[src/rtl/seq_shift_unit_pkg.sv]
// Shared definitions for the sequential shift unit.
//   op_t     : 2-bit shift-mode encoding (LLS/LRS/ARS/ROL)
//   S_*      : FSM state encodings (kept as plain constants for legacy tools)
package shift_pkg;

  typedef logic [1:0] op_t;

  localparam op_t OP_LLS = 2'b00;  // logical left
  localparam op_t OP_LRS = 2'b01;  // logical right
  localparam op_t OP_ARS = 2'b10;  // arithmetic right
  localparam op_t OP_ROL = 2'b11;  // rotate left

  localparam logic [1:0] S_IDLE  = 2'd0;
  localparam logic [1:0] S_SHIFT = 2'd1;
  localparam logic [1:0] S_DONE  = 2'd2;

endpackage

[src/rtl/seq_shift_unit_if.sv]
// Command/result bundle of the shift unit.
//   in_valid/in_ready   : command handshake, carries A, shamt, op
//   out_valid/out_ready : result handshake, carries Y, OF
//   slave  : the shift unit side
//   master : the producer/consumer side
interface seq_shift_unit_if
  import shift_pkg::*;
#(
  parameter int WIDTH   = 16,
  parameter int SHAMT_W = $clog2(WIDTH)
);
  logic               in_valid;
  logic               in_ready;
  logic [WIDTH-1:0]   A;
  logic [SHAMT_W-1:0] shamt;
  op_t                op;
  logic               out_valid;
  logic               out_ready;
  logic [WIDTH-1:0]   Y;
  logic               OF;

  modport slave (
    input  in_valid, A, shamt, op, out_ready,
    output in_ready, out_valid, Y, OF
  );

  modport master (
    output in_valid, A, shamt, op, out_ready,
    input  in_ready, out_valid, Y, OF
  );
endinterface

[src/rtl/seq_shift_unit_step.sv]
// One-bit shift step, purely combinational.
//   y_i     : current value
//   op_i    : shift mode
//   y_o     : value after one step
//   bit_o   : bit that leaves the word (MSB for left modes, LSB for right)
module shift_step
  import shift_pkg::*;
#(
  parameter int WIDTH = 16
) (
  input  logic [WIDTH-1:0] y_i,
  input  op_t              op_i,
  output logic [WIDTH-1:0] y_o,
  output logic             bit_o
);
  always_comb begin
    y_o   = y_i;
    bit_o = 1'b0;
    case (op_i)
      OP_LLS: begin y_o = {y_i[WIDTH-2:0], 1'b0};         bit_o = y_i[WIDTH-1]; end
      OP_LRS: begin y_o = {1'b0, y_i[WIDTH-1:1]};         bit_o = y_i[0];       end
      OP_ARS: begin y_o = {y_i[WIDTH-1], y_i[WIDTH-1:1]}; bit_o = y_i[0];       end
      default: begin y_o = {y_i[WIDTH-2:0], y_i[WIDTH-1]}; bit_o = y_i[WIDTH-1]; end
    endcase
  end
endmodule

[src/rtl/seq_shift_unit.sv]
// Multi-cycle shift unit: one bit position per clock behind valid/ready.
//   clk, rst_n : clock, asynchronous active-low reset
//   bus        : command (A, shamt, op) in, result (Y, OF) out
// Command accepted in IDLE, SHIFT runs shamt steps, DONE presents the
// result until the consumer takes it. OF collects bits lost by LLS only.
module seq_shift_unit
  import shift_pkg::*;
#(
  parameter int WIDTH   = 16,
  parameter int SHAMT_W = $clog2(WIDTH)
) (
  input  logic             clk,
  input  logic             rst_n,
  seq_shift_unit_if.slave  bus
);
  localparam logic [SHAMT_W-1:0] MAX_SH = SHAMT_W'(WIDTH - 1);

  logic [1:0]         state_q, state_d;
  logic [WIDTH-1:0]   y_q, y_d;
  logic               of_q, of_d;
  op_t                op_q, op_d;
  logic [SHAMT_W-1:0] cnt_q, cnt_d;
  logic [SHAMT_W-1:0] sh_sat;
  logic [WIDTH-1:0]   y_step;
  logic               bit_out;

  shift_step #(.WIDTH(WIDTH)) u_step (
    .y_i   (y_q),
    .op_i  (op_q),
    .y_o   (y_step),
    .bit_o (bit_out)
  );

  // Only reachable when WIDTH is not a power of two.
  assign sh_sat = (bus.shamt > MAX_SH) ? MAX_SH : bus.shamt;

  always_comb begin
    state_d = state_q;
    y_d     = y_q;
    of_d    = of_q;
    op_d    = op_q;
    cnt_d   = cnt_q;
    case (state_q)
      S_IDLE: begin
        if (bus.in_valid) begin
          y_d     = bus.A;
          op_d    = bus.op;
          of_d    = 1'b0;
          cnt_d   = sh_sat;
          state_d = (sh_sat == '0) ? S_DONE : S_SHIFT;
        end
      end
      S_SHIFT: begin
        y_d   = y_step;
        of_d  = of_q | ((op_q == OP_LLS) & bit_out);
        cnt_d = cnt_q - SHAMT_W'(1);
        if (cnt_q == SHAMT_W'(1)) state_d = S_DONE;
      end
      S_DONE: begin
        if (bus.out_ready) state_d = S_IDLE;
      end
      default: state_d = S_IDLE;
    endcase
  end

  always_ff @(posedge clk or negedge rst_n) begin
    if (!rst_n) begin
      state_q <= S_IDLE;
      y_q     <= '0;
      of_q    <= 1'b0;
      op_q    <= OP_LLS;
      cnt_q   <= '0;
    end else begin
      state_q <= state_d;
      y_q     <= y_d;
      of_q    <= of_d;
      op_q    <= op_d;
      cnt_q   <= cnt_d;
    end
  end

  assign bus.in_ready  = (state_q == S_IDLE);
  assign bus.out_valid = (state_q == S_DONE);
  assign bus.Y         = y_q;
  assign bus.OF        = of_q;
endmodule

[src/flat_wrapper.sv]
// flat-port wrapper written by rule: the top's interface ports become plain ports
module seq_shift_unit_flat import shift_pkg::*;
#(
  parameter int WIDTH   = 16,
  parameter int SHAMT_W = $clog2(WIDTH)
)
  (clk, rst_n, bus_in_valid, bus_A, bus_shamt, bus_op, bus_out_ready, bus_in_ready, bus_out_valid, bus_Y, bus_OF);
  seq_shift_unit_if #(.WIDTH(WIDTH), .SHAMT_W(SHAMT_W)) bus_i ();
  input  logic clk;
  input  logic rst_n;
  input wire logic [$bits(bus_i.in_valid)-1:0] bus_in_valid;
  input wire logic [$bits(bus_i.A)-1:0] bus_A;
  input wire logic [$bits(bus_i.shamt)-1:0] bus_shamt;
  input wire logic [$bits(bus_i.op)-1:0] bus_op;
  input wire logic [$bits(bus_i.out_ready)-1:0] bus_out_ready;
  output wire logic [$bits(bus_i.in_ready)-1:0] bus_in_ready;
  output wire logic [$bits(bus_i.out_valid)-1:0] bus_out_valid;
  output wire logic [$bits(bus_i.Y)-1:0] bus_Y;
  output wire logic [$bits(bus_i.OF)-1:0] bus_OF;
  assign bus_i.in_valid = bus_in_valid;
  assign bus_i.A = bus_A;
  assign bus_i.shamt = bus_shamt;
  assign bus_i.op = bus_op;
  assign bus_i.out_ready = bus_out_ready;
  assign bus_in_ready = bus_i.in_ready;
  assign bus_out_valid = bus_i.out_valid;
  assign bus_Y = bus_i.Y;
  assign bus_OF = bus_i.OF;
  seq_shift_unit #(.WIDTH(WIDTH), .SHAMT_W(SHAMT_W)) u_core (.clk(clk), .rst_n(rst_n), .bus(bus_i));
endmodule
[config.mk]
export PLATFORM = sky130hd
export DESIGN_NAME = seq_shift_unit_flat
export DESIGN_NICKNAME = d
export VERILOG_FILES = /design/src/rtl/seq_shift_unit_pkg.sv /design/src/rtl/seq_shift_unit_if.sv /design/src/rtl/seq_shift_unit_step.sv /design/src/rtl/seq_shift_unit.sv /design/src/flat_wrapper.sv
export SDC_FILE = /design/constraint.sdc
export NUM_CORES = 1
export LEC_CHECK = 0
export ABC_CLOCK_PERIOD_IN_PS = 3650
export CAP_MARGIN = 20
export CORE_UTILIZATION = 51
export CTS_CLUSTER_SIZE = 16
export DETAILED_ROUTE_END_ITERATION = 16
export PLACE_DENSITY = 0.85
export REMOVE_ABC_BUFFERS = 1
export SYNTH_ARGS = -nofsm -noshare
export SYNTH_HDL_FRONTEND = slang
export SYNTH_SLANG_ARGS = --single-unit
[constraint.sdc]
create_clock -name clk -period 3.65 [get_ports clk]
set_clock_uncertainty 0.1 [all_clocks]
set_input_delay 0.9125 -clock clk [delete_from_list [all_inputs] [get_ports clk]]
set_output_delay 0.9125 -clock clk [all_outputs]
set_load 0.02 [all_outputs]
# [After elaboration in Yosys (flattened, before gate mapping)]
# Cells that the tools add are included.
[op_classes] addsub=1 order_cmp=1 n_eq_ne=9 muxes=14 bitwise_logic=2 reduce_logical=9
[ops] op="$pmux 16 s3" n=1
[ops] op="$pmux 16 s2" n=1
[ops] op="$mux 16" n=1
[ops] op="$mux 2" n=4
[ops] op="$mux 4" n=2
[ops] op="$pmux 4 s2" n=1
[ops] op="$ne 2x2->1 const B" n=3
[ops] op="$pmux 2 s3" n=1
[ops] op="$reduce_and 3->1" n=2
[ops] op="$eq 2x1->1 const B" n=2
[ops] op="$eq 2x2->1 const B" n=2
[ops] op="$eq 4x1->1 const B" n=1
[ops] op="$gt 4x4->1 const B" n=1
[ops] op="$logic_not 2->1" n=2
[ops] op="$logic_not 4->1" n=1
[ops] op="$reduce_and 2->1" n=2
[ops] op="$sub 4x1->4 const B" n=1
[ops] op="$mux 1" n=2
[ops] op="$ne 2x1->1 const B" n=1
[ops] op="$pmux 1 s2" n=1
[ops] op="$reduce_bool 2->1" n=1
[ops] op="$reduce_or 2->1" n=1
[ops] op="$and 1x1->1" n=1
[ops] op="$or 1x1->1" n=1
[totals] regBits=25 out_inout_bits=19 elab_cells=42

# [Depth between registers and ports, before layout]
# Gate-level depths: netlist of run 1.
[depth] word_depth=6 ltp_mapped=7 depth_no_buf=5

# [By module]
# A second synthesis of run 1 with hierarchy kept.
[hier_totals] cells_unflattened=155 area_unflattened_um2=1546.5
[by_module_without_submodules] mod="seq_shift_unit" n_inst=1 cells_each=124 area_per_inst_um2=1285.0
[by_module_without_submodules] mod="shift_step" n_inst=1 cells_each=31 area_per_inst_um2=261.5

# [Worst setup path before layout of run 1]
# No wires, ideal clock.
[synth_path] kind="reg2out" from="register u_core.state_q[0]" to="output bus_in_ready" arrival_time_ns=0.987 required_ns=2.638 slack_ns=1.650 path_stages_with_launch=4 path_cell_list="dfrtp_1 > buf_2 > buf_2 > nor2_1"
[synth_via] elab_chain_cells=1
[synth_lines] element="from (decl)" line_no="seq_shift_unit.sv:18" source="logic [1:0] state_q, state_d;"
[synth_lines] element="from (signal assigned)" line_no="seq_shift_unit.sv:74" source="state_q <= state_d;"
[synth_lines] element="$logic_not 2->1" line_no="seq_shift_unit.sv:82" source="assign bus.in_ready = (state_q == S_IDLE);"
[synth_lines] element="to (decl)" line_no="flat_wrapper.sv:16" source="output wire logic [$bits(bus_i.in_ready)-1:0] bus_in_ready;"
# No other way between the ends.

# [Worst setup path after layout of run 1]
[layout_path] from="register u_core.state_q[0]" to="output bus_out_valid"
[layout_via] elab_chain_cells=1
[layout_lines] element="$eq 2x2->1" line_no="seq_shift_unit.sv:83" source="assign bus.out_valid = (state_q == S_DONE);"
[layout_lines] element="to (decl)" line_no="flat_wrapper.sv:17" source="output wire logic [$bits(bus_i.out_valid)-1:0] bus_out_valid;"
# No other way between the ends.

==> reports/metrics.yaml, run 1 <==
finish:
  fin_nets: 214
  layout-drive-gt1-share_pct: 5.52
  final_common_cell: "clkdlybuf4s50_1"
  antenna-diode-count: 0
  final_cell_mix: "clkdlybuf4s50_1 (44), dfrtp_1 (25), o21bai_1 (14), a221o_1 (14), o311a_1 (14)"
  fill_cells: 234
  syn_to_final_growth_pct: 28.1
  postLayoutCellArea_sq_um: 1970
  final_util_pct: 70.4
logic_synthesis:
  ys_seq_elements: 25
  netlist_instances: 146
  synth_edf_count: 0
  ys_dominant_reg_cell: "dfrtp_1"
  ys.warnings.count: 0
  postSynthAreaPerCell_sq_um: 10.6
  postSynth.asyncResetShare_pct: 100
  yosysSeqAreaShare_pct: 40.6
  synthesis.area_sq_um: 1540
  synth_cell_types: 33
sta:
  tns_ns: 0
  rsz0062_at_grt: "false"
  fmax_ghz: 0.352
  hold_violations: 0
  relSlewSlack_pct: 33.6
  fin_crit_ns: 2.84
  setup_ws_ns: 0.810
  period_share_pct: 77.8
  finalMaxSlewViolations: 0
  finalSetupViolCount: 0
  tightestPinTransition_ns: 0.992
pwr:
  pwr-share-seq_pct: 30.7
  p_comb_share_pct: 63.1
  p_leak_uw: 0.000868
  power.switching_uw: 834
  ir_drop_v: 0.000538
  p_int_uw: 1110
  fin_total_pwr_uw: 1940
  p_per_area_nw_per_um2: 983
  swShare_pct: 42.9
  p_clk_share_pct: 6.2
route:
  first_pass_iters: 10
  vias: 1357
  postRouteWirelength_um: 3780
  wl_per_cell_um: 17.8
  drcViolationCount: 2
  antenna_left: 0
  drtIter0Drc: 54
  via_per_inst: 6.40
grt:
  grt_max_degree: 28
  grt_use_total_pct: 23.7
  antenna_found_initial: 0
  first_global_vias: 1326
  grt_first_pass_wirelength_um: 6070
  grt.overflow.total: 0
clocking:
  clk_latency_ns: 0.31
  cts_made_buffers: 3
  tritoncts: "done"
  cts_setup_buffers: 0
  ctsHtreeMaxLevel: 1
  clockBufferDepth: 2
  cts-resized-gates: 0
  holdBufCountCts: 0
  clock-root-buffer: "clkbuf_4"
  clkSinkCount: 25
  path_clk_slew_ns: 0.13
critical_path:
  startpoint_type: "register"
  crit_required_ns: 2.64
  critPathMaxFanout: 19
  arrival_ns: 1.83
  worstSetupPathType: "register to output pin"
  worstSetupEndpointType: "output pin"
status:
  status: "finished with violations"
  violations: "design-rule violations"
placement:
  dpl_cell_area_sq_um: 1950
  dpl.hpwl_um: 2600
  port_buffers: 44
  place.gp.congestion: 0.791
  post-place-ws_ns: 0.823
floorplan:
  pin_count: 45
  die_x_um: 57.0
  rows: 19
  chipHeight_um: 57.0
  die_area_sq_um: 3250
  core_sq_um: 2810
  start_util_pct: 55.0
hold_path:
  hold_path.class: "register to register"
run:
  drv_cap: 0
-- registers in the layout, indices dropped and copies added (netlist names) --
signal and cells:
u_core.state_q 2, u_core.bus.Y 16, u_core.bus.OF 1, u_core.op_q 2
u_core.cnt_q 4
-- critical path, cell delays in order, from the launching register on --
cell	delay (ns)
dfrtp_1	0.63
nor2b_1	0.26
clkdlybuf4s50_1	0.63
-- cell type report --
type                    count  area (sq um)  share of cell area (%)
multi-input cells          97           791                    40.1
flip-flops and latches     25           626                    31.7
repair buffers             47           463                    23.4
well taps                  31          38.8                    1.96
inverters                   8          30.0                    1.52
clock buffers               4          26.3                    1.33
-- cells by family after synthesis --
group	synth area share, %
compound gates	35.4
flops	40.6
buf+inv	8.12
simple gates	8.44
fa+ha+maj	4.87
mux	2.60
-- cells in the mapped netlist (2+ instances only) --
| cell type | number | area share (%) |
|---|---|---|
| dfrtp_1 | 25 | 41 |
| a221o_1 | 14 | 9.1 |
| o21bai_1 | 14 | 6.8 |
| o311a_1 | 14 | 9.1 |
| buf_2 | 10 | 3.2 |
| inv_1 | 8 | 1.9 |
| a21oi_1 | 6 | 1.9 |
| ha_1 | 6 | 4.9 |
| nand2b_1 | 5 | 2.0 |
| nor2_1 | 5 | 1.2 |
| o21ai_0 | 4 | 1.3 |
| buf_6 | 3 | 2.2 |
| clkbuf_1 | 3 | 0.73 |
| nor2b_1 | 3 | 1.2 |
| a221oi_1 | 2 | 1.1 |
| mux2_4 | 2 | 1.9 |
| nand3_1 | 2 | 0.65 |
| nor3_1 | 2 | 0.65 |
| o21ba_2 | 2 | 1.3 |
| o22ai_1 | 2 | 0.81 |
| or3b_1 | 2 | 1.1 |
-- final timing paths --
kind / startpoint / to / slack [ns] / cells past startpoint
max in group asynchronous: rst_n / u_core.bus.Y[10] / 2.36 / 2
worst max-delay path: u_core.state_q[0] / bus_out_valid / 0.81 / 2
min in group asynchronous: rst_n / u_core.cnt_q[0] / 0.84 / 2
worst min-delay path: u_core.bus.OF / u_core.bus.OF / 0.47 / 2
worst min register to register: u_core.bus.OF / u_core.bus.OF / 0.47 / 2
worst max register to register: u_core.state_q[0] / u_core.bus.Y[12] / 1.44 / 4
-- stage by stage --
stage / hold WS, ns / cells
global placement: 0.391 / 208
floorplan: 0.407 / 130
CTS: 0.492 / 212
finish: 0.466 / 212
global route: 0.505 / 212
detailed placement: 0.462 / 208
-- power groups by stage --
| stage | registers, uW | logic [uW] | clock network (uW) |
|---|---|---|---|
| after global routing | 614 | 1320 | 134 |
| after CTS | 592 | 1220 | 127 |
| after detailed placement | 598 | 1210 | 0 |
| after floorplan | 695 | 674 | 0 |
| after global placement | 588 | 1170 | 0 |
| final | 596 | 1220 | 121 |
-- routing by layer --
layer  GRT usage (%)  share of wire [%]
met4            6.27               0.50
met5               0                  0
met2            40.5                 48
met1            32.7                 46
met3            2.04                5.2
No activity file was read; power rests on OpenSTA's default activity.
==> run 2, diff against run 1 <==
- ABC_CLOCK_PERIOD_IN_PS: 3650 -> 2400
- CORE_UTILIZATION: 51 -> 42
- PLACE_DENSITY: 0.85 -> 0.75
- clock period: 3.65 -> 2.4 ns (I/O delays scaled with it)
==> run 2 against run 1 <==
  * Combinational power increased by 57%
  * Largest cell class unchanged
  * Core utilization down 11 points
  * Clock power rose by 60%
  * First-iteration DRC count up 28%
  * Final cell count is 9.0% higher
  * Wire length increased by 5.6%
  * The flow now finishes without violations
  * Sequential share of layout area fell by 0.80 points
==> reports/metrics.yaml, run 2 (synthesis gave the netlist of run 1 again) <==
run:
  drv_cap: 0  # unchanged
sta:
  relSlewSlack_pct: 57.9  # was 33.6%
  hold_violations: 0  # unchanged
  finalSetupViolCount: 0  # unchanged
  rsz0062_at_grt: "false"  # unchanged
  fin_crit_ns: 2.14
  tns_ns: 0  # unchanged
  finalMaxSlewViolations: 0  # unchanged
  fin_hold_ws_ns: 0.453  # was 0.466 ns
  period_share_pct: 89.0
  fmax_ghz: 0.468
  tightestPinTransition_ns: 0.631  # was 0.992 ns
finish:
  final_common_cell: "clkdlybuf4s50_1"  # unchanged
  antenna-diode-count: 0  # unchanged
  largest_reg_flops: 16  # unchanged
  fin_nets: 218  # was 214
  fill_cells: 300  # was 234
  syn_to_final_growth_pct: 31.7  # was 28.1%
  final_cell_mix: "clkdlybuf4s50_1 (42), dfrtp_1 (24), o21bai_1 (14), a221o_1 (14), o311a_1 (14)"  # was clkdlybuf4s50_1 (44), dfrtp_1 (25), o21bai_1 (14), a221o_1 (14), o311a_1 (14)
  layout-drive-gt1-share_pct: 8.11  # was 5.52%
pwr:
  ir_drop_v: 0.000826  # was 0.000538 V
  p_leak_uw: 0.000916  # was 0.000868 uW
  fin_total_pwr_uw: 2980  # was 1940 uW
  p_per_area_nw_per_um2: 1470  # was 983 nW/um^2
clocking:
  clkSinkCount: 25  # unchanged
  cts_setup_buffers: 0  # unchanged
  clockBufferDepth: 2  # unchanged
  path_clk_slew_ns: 0.13  # about the same
  clk_latency_ns: 0.32  # was 0.31 ns
  clock-root-buffer: "clkbuf_4"  # unchanged
  cts_made_buffers: 3  # unchanged
  tritoncts: "done"  # unchanged
  ctsHtreeMaxLevel: 1  # unchanged
critical_path:
  critPathMaxFanout: 5  # was 19
  rrSetupSlack_ns: 0.51  # was 1.44 ns
  arrival_ns: 1.44  # was 1.83 ns
  slowest_stage: "clkdlybuf4s50_1"  # was dfrtp_1
  worstSetupPathType: "register to output pin"  # unchanged
  startpoint_type: "register"  # unchanged
  slowest_delay_ns: 0.65  # was 0.63 ns
  crit_buf_inv: 1  # unchanged
  worstSetupEndpointType: "output pin"  # unchanged
  crit_required_ns: 1.70  # was 2.64 ns
  cp_cell_sequence: "clkdlybuf4s50_1"  # was nor2b_1 > clkdlybuf4s50_1
  critPathTopFamily: "buffers and inverters"  # was flip-flops
floorplan:
  rows: 21  # was 19
  start_util_pct: 45.1  # was 55.0%
  pin_count: 45  # unchanged
  die_area_sq_um: 3920  # was 3250 sq um
  die_x_um: 62.6  # was 57.0 um
  core_sq_um: 3420  # was 2810 sq um
  chipHeight_um: 62.6  # was 57.0 um
grt:
  grt.overflow.total: 0  # unchanged
  grt_use_total_pct: 21.2  # was 23.7%
  grt_first_pass_wirelength_um: 6720  # was 6070 um
  grt_max_degree: 26  # was 28
  antenna_found_initial: 0  # unchanged
  first_global_vias: 1423  # was 1326
route:
  first_pass_iters: 4  # was 10
  antenna_left: 0  # unchanged
  drcViolationCount: 0  # was 2
  wl_per_cell_um: 17.3  # was 17.8 um
  vias: 1389  # was 1357
  drtIter0Drc: 69  # was 54
  via_per_inst: 6.01  # was 6.40
  postRouteWirelength_um: 3990  # was 3780 um
placement:
  port_buffers: 44  # unchanged
  dpl.hpwl_um: 2790  # was 2600 um
  place.gp.congestion: 0.827  # was 0.791
hold_path:
  hold_path.class: "register to register"  # unchanged
status:
  status: "finished, final reports clean"  # was finished with violations
==> run 2: changes by cell type in the layout (fill, tap and decap cells not counted), sizes merged <==
cell           change
buf                +4
clkdlybuf4s50      -2
dlymetal6s2s       +2
==> run 2: repair_timing <==
item	CTS	global route
resized for setup	1	2
endpoints found under the hold margin	0	0
setup endpoints to repair	1	2
hold buffers	0	0
==> run 2: layer usage <==
layer	vias to the layer above	track usage [%]	part of all wire (%)
li1	648	-	-
met1	677	28.8	43
met4	0	4.65	0.78
met2	60	34.0	49
met5	-	0	0
met3	4	5.11	6.6
==> run 2: path summary, 6_finish.rpt <==
path                                endpoint         startpoint  depth (start not counted)
hold / removal                 u_core.bus.OF      u_core.bus.OF                          2
setup / recovery                    bus_Y[0]    u_core.bus.Y[0]                          1
min in group asynchronous    u_core.cnt_q[0]              rst_n                          2
hold reg to reg                u_core.bus.OF      u_core.bus.OF                          2
setup reg to reg             u_core.bus.Y[5]  u_core.state_q[1]                          4
max in group asynchronous  u_core.state_q[1]              rst_n                          2
==> run 2: power by group <==
group,leakage (uW),switching (uW),internal (uW)
clock network,0.0000150,128,65.1
registers,0.000292,240,647
logic,0.000609,916,989
total,0.000916,1280,1700
==> run 2: layout make-up <==
cell class	count	area [sq um]	area share, %
repair buffers	51	498	24.5
well taps	46	57.6	2.84
clock buffers	4	26.3	1.29
multi-input cells	97	791	39.0
inverters	8	30.0	1.48
flip-flops and latches	25	627	30.9
==> run 2: per-stage QoR <==
| stage | instances | util (%) | cell area, sq um | worst slack [ns] |
|---|---|---|---|---|
| 3_3_place_gp | 227 | 58.5 | 2000 | 0.324 |
| 6_report | 231 | 59.4 | 2030 | 0.264 |
| 4_1_cts | 231 | 59.3 | 2020 | 0.0443 |
| 5_1_grt | 231 | 59.4 | 2030 | 0.219 |
| 3_5_place_dp | 227 | 58.5 | 2000 | 0.303 |
| 2_1_floorplan | 130 | - | 1450 | 0.586 |
==> run 3, diff against run 2 <==
- ABC_AREA: unset -> 1
- CORE_UTILIZATION: 42 -> 43
- PLACE_DENSITY: 0.75 -> 0.76
==> run 3 against run 2 <==
  * Synthesized area up 6.2%
  * Total power up 2.4%
  * Combinational power about the same
  * Register-to-register slack better by 0.26 ns
  * Die area up 3.6%
  * Count of clock-buffer cells in the layout unchanged
  * Clock power up 31%
  * Worst setup slack worse by 0.014 ns
  * Wire length down 8.4%
  * Global-route usage down 2.1 points
  * Critical path type unchanged
  * Maximum frequency down 0.66%
  * Final cell count up 40%
==> reports/metrics.yaml, run 3 <==
run:
  drv_cap: 0  # unchanged
clocking:
  cts_setup_buffers: 0  # unchanged
  clockBufferDepth: 2  # unchanged
  clkSinkCount: 25  # unchanged
  holdBufCountCts: 0  # unchanged
  cts-resized-gates: 0  # was 1
  path_clk_slew_ns: 0.09  # was 0.13 ns
  tritoncts: "done"  # unchanged
  clk_latency_ns: 0.26  # was 0.32 ns
  cts_made_buffers: 3  # unchanged
  clock-root-buffer: "clkbuf_8"  # was clkbuf_4
  ctsHtreeMaxLevel: 1  # unchanged
route:
  drtIter0Drc: 81  # was 69
  wl_per_cell_um: 11.3  # was 17.3 um
  via_per_inst: 4.82  # was 6.01
  drcViolationCount: 0  # unchanged
  first_pass_iters: 4  # unchanged
  antenna_left: 0  # unchanged
  postRouteWirelength_um: 3650  # was 3990 um
  vias: 1562  # was 1389
grt:
  grt_use_total_pct: 19.0  # was 21.2%
  grt.overflow.total: 0  # unchanged
  grt_first_pass_wirelength_um: 6240  # was 6720 um
  antenna_found_initial: 0  # unchanged
  first_global_vias: 1415  # was 1423
  grt_max_degree: 34  # was 26
finish:
  final_cell_mix: "nand2_1 (87), clkdlybuf4s50_1 (44), nand3_1 (35), dfrtp_1 (25), nor2_1 (23)"  # was clkdlybuf4s50_1 (42), dfrtp_1 (24), o21bai_1 (14), a221o_1 (14), o311a_1 (14)
  fin_nets: 309  # was 218
  largest_reg_flops: 16  # unchanged
  final_common_cell: "nand2_1"  # was clkdlybuf4s50_1
  antenna-diode-count: 0  # unchanged
  final_util_pct: 57.9  # was 59.4%
  syn_to_final_growth_pct: 29.4  # was 31.7%
  layout-drive-gt1-share_pct: 9.06  # was 8.11%
critical_path:
  cp-startpoint: "u_core.state_q[1]"  # was u_core.bus.Y[0]
  rrSetupSlack_ns: 0.77  # was 0.51 ns
  critPathMaxFanout: 3  # was 5
  crit_required_ns: 1.70  # about the same
  r2r-end: "u_core.bus.Y[13]"  # was u_core.bus.Y[5]
  reg2reg_depth: 8  # was 4
  worstSetupEndpointType: "output pin"  # unchanged
  crit_end: "bus_out_valid"  # was bus_Y[0]
  startpoint_type: "register"  # unchanged
  arrival_ns: 1.45  # was 1.44 ns
  worstSetupPathType: "register to output pin"  # unchanged
  worstReg2RegStart: "u_core.op_q[0]"  # was u_core.state_q[1]
logic_synthesis:
  synth_top_family_by_area: "simple AND/OR/NAND/NOR gates"  # was compound AO/OA/AOI/OAI gates
  postSynth.asyncResetShare_pct: 100  # unchanged
  ys.warnings.count: 0  # unchanged
  yosysMostFrequentCell: "nand2_1"  # was dfrtp_1
  synth_cell_types: 19  # was 33
  synth_common_cells: "nand2_1 (87), nand3_1 (35), dfrtp_1 (25)"  # was dfrtp_1 (25), a221o_1 (14), o21bai_1 (14), o311a_1 (14), buf_2 (10)
  synthTopCellsByArea: "dfrtp_1 (38%), nand2_1 (20%), nand3_1 (11%)"  # was dfrtp_1 (41%), a221o_1 (9.1%), o311a_1 (9.1%)
  synthesis.area_sq_um: 1640  # was 1540 sq um
  synth_compound_area_share_pct: 4.43  # was 35.4%
  synth_edf_count: 0  # unchanged
  postSynthAreaPerCell_sq_um: 6.96  # was 10.6 sq um
  synth_adder_area_share_pct: 4.59  # was 4.87%
  netlist_instances: 235  # was 146
  yosysTopAreaCell: "dfrtp_1"  # unchanged
  synth-simple-area-share_pct: 42.7  # was 8.44%
  yosysTopAreaCellShare_pct: 38.2  # was 40.6%
  yosysSeqAreaShare_pct: 38.2  # was 40.6%
  ys_dominant_reg_cell: "dfrtp_1"  # unchanged
  ys_seq_elements: 25  # unchanged
  synth-xor-area-share_pct: 0.535  # was 0%
  synth_mux_area_share_pct: 0  # was 2.60%
sta:
  finalSetupViolCount: 0  # unchanged
  hold_violations: 0  # unchanged
  rsz0062_at_grt: "false"  # unchanged
  tightestPinTransition_ns: 0.478  # was 0.631 ns
  fin_crit_ns: 2.15  # was 2.14 ns
  setup_ws_ns: 0.249  # was 0.264 ns
  finalMaxSlewViolations: 0  # unchanged
  tns_ns: 0  # unchanged
  period_share_pct: 89.6  # was 89.0%
  fmax_ghz: 0.465  # was 0.468 GHz
  relSlewSlack_pct: 68.1  # was 57.9%
floorplan:
  core_sq_um: 3660  # was 3420 sq um
  start_util_pct: 44.7  # was 45.1%
  die_area_sq_um: 4060  # was 3920 sq um
  pin_count: 45  # unchanged
  chipHeight_um: 63.7  # was 62.6 um
  die_x_um: 63.7  # was 62.6 um
  rows: 22  # was 21
placement:
  dpl.hpwl_um: 2590  # was 2790 um
  port_buffers: 44  # unchanged
  place.gp.congestion: 0.777  # was 0.827
  post-place-ws_ns: 0.446  # was 0.303 ns
pwr:
  power.switching_uw: 1520  # was 1280 uW
  p_leak_uw: 0.00104  # was 0.000916 uW
  p_clk_share_pct: 8.3  # was 6.5%
  pwr-share-seq_pct: 28.3  # was 29.7%
  p_comb_share_pct: 63.4  # was 63.8%
  ir_drop_v: 0.000848  # was 0.000826 V
  p_per_area_nw_per_um2: 1440  # was 1470 nW/um^2
  p_int_uw: 1530  # was 1700 uW
  swShare_pct: 49.8  # was 43.0%
  fin_total_pwr_uw: 3060  # was 2980 uW
hold_path:
  holdPathStages: 2  # unchanged
  hold_path.class: "register to register"  # unchanged
status:
  status: "finished, final reports clean"  # unchanged
==> run 3: cell types whose count changed in the layout (fill, tap and decap cells not counted), sizes merged, moves of 3 or more <==
cell | previous run | this run
nor2b | 3 | 0
inv | 8 | 18
a21oi | 6 | 1
nand2b | 5 | 0
o21ai | 4 | 12
o311a | 14 | 0
nand3 | 2 | 35
a221o | 14 | 0
buf | 7 | 3
o21bai | 14 | 0
nand2 | 1 | 91
nor2 | 5 | 35
==> run 3: per-layer routing <==
metal | part of all wire, % | GRT usage (%)
met1 | 46 | 26.3
met2 | 49 | 31.1
met3 | 4.5 | 3.44
met4 | 0.22 | 3.13
met5 | 0 | 0
==> run 3: power groups by stage <==
stage	logic, uW	registers (uW)	clock network [uW]
finish	1940	865	253
floorplan	1100	1030	0
CTS	1960	866	260
global placement	1910	874	0
global route	2170	894	283
detailed placement	1950	872	0
==> run 3: critical path: stages (launching register included) <==
cell and delay (ns):
dfrtp_1 0.37, inv_2 0.07, nor2_1 0.12, clkdlybuf4s50_1 0.62
==> run 3: cell families (layout without fill, tap and decap cells) <==
logic type	Yosys count	after routing
AND/OR/NAND/NOR	161	161
flip-flops	25	25
adder cells (fa/ha/maj)	6	6
XOR/XNOR	1	1
buffers and inverters	28	69
AO/OA/AOI/OAI	14	14
==> run 3: worst min path at each step <==
stage | start | to | slack (ns)
final | u_core.bus.OF | u_core.bus.OF | 0.40
after global placement | u_core.bus.OF | u_core.bus.OF | 0.37
after floorplan | rst_n | u_core.bus.OF | 0.20
after CTS | u_core.bus.OF | u_core.bus.OF | 0.40
after global routing | u_core.bus.OF | u_core.bus.OF | 0.44
after detailed placement | u_core.bus.OF | u_core.bus.OF | 0.38
==> run 3: cell type report <==
type / instances / area, sq um
fill: 367 / 1540
multi-input combinational: 182 / 855
sequential: 25 / 626
timing repair buffer: 47 / 463
inverter: 18 / 70.1
tap: 48 / 60.1
clock buffer: 4 / 45.0
==> run 3: stage by stage <==
stage | instance area (sq um) | std cells | hold slack, ns
floorplan | 1550 | 225 | 0.204
global placement | 2070 | 320 | 0.372
detailed placement | 2070 | 320 | 0.378
CTS | 2120 | 324 | 0.403
global route | 2120 | 324 | 0.440
finish | 2120 | 324 | 0.396
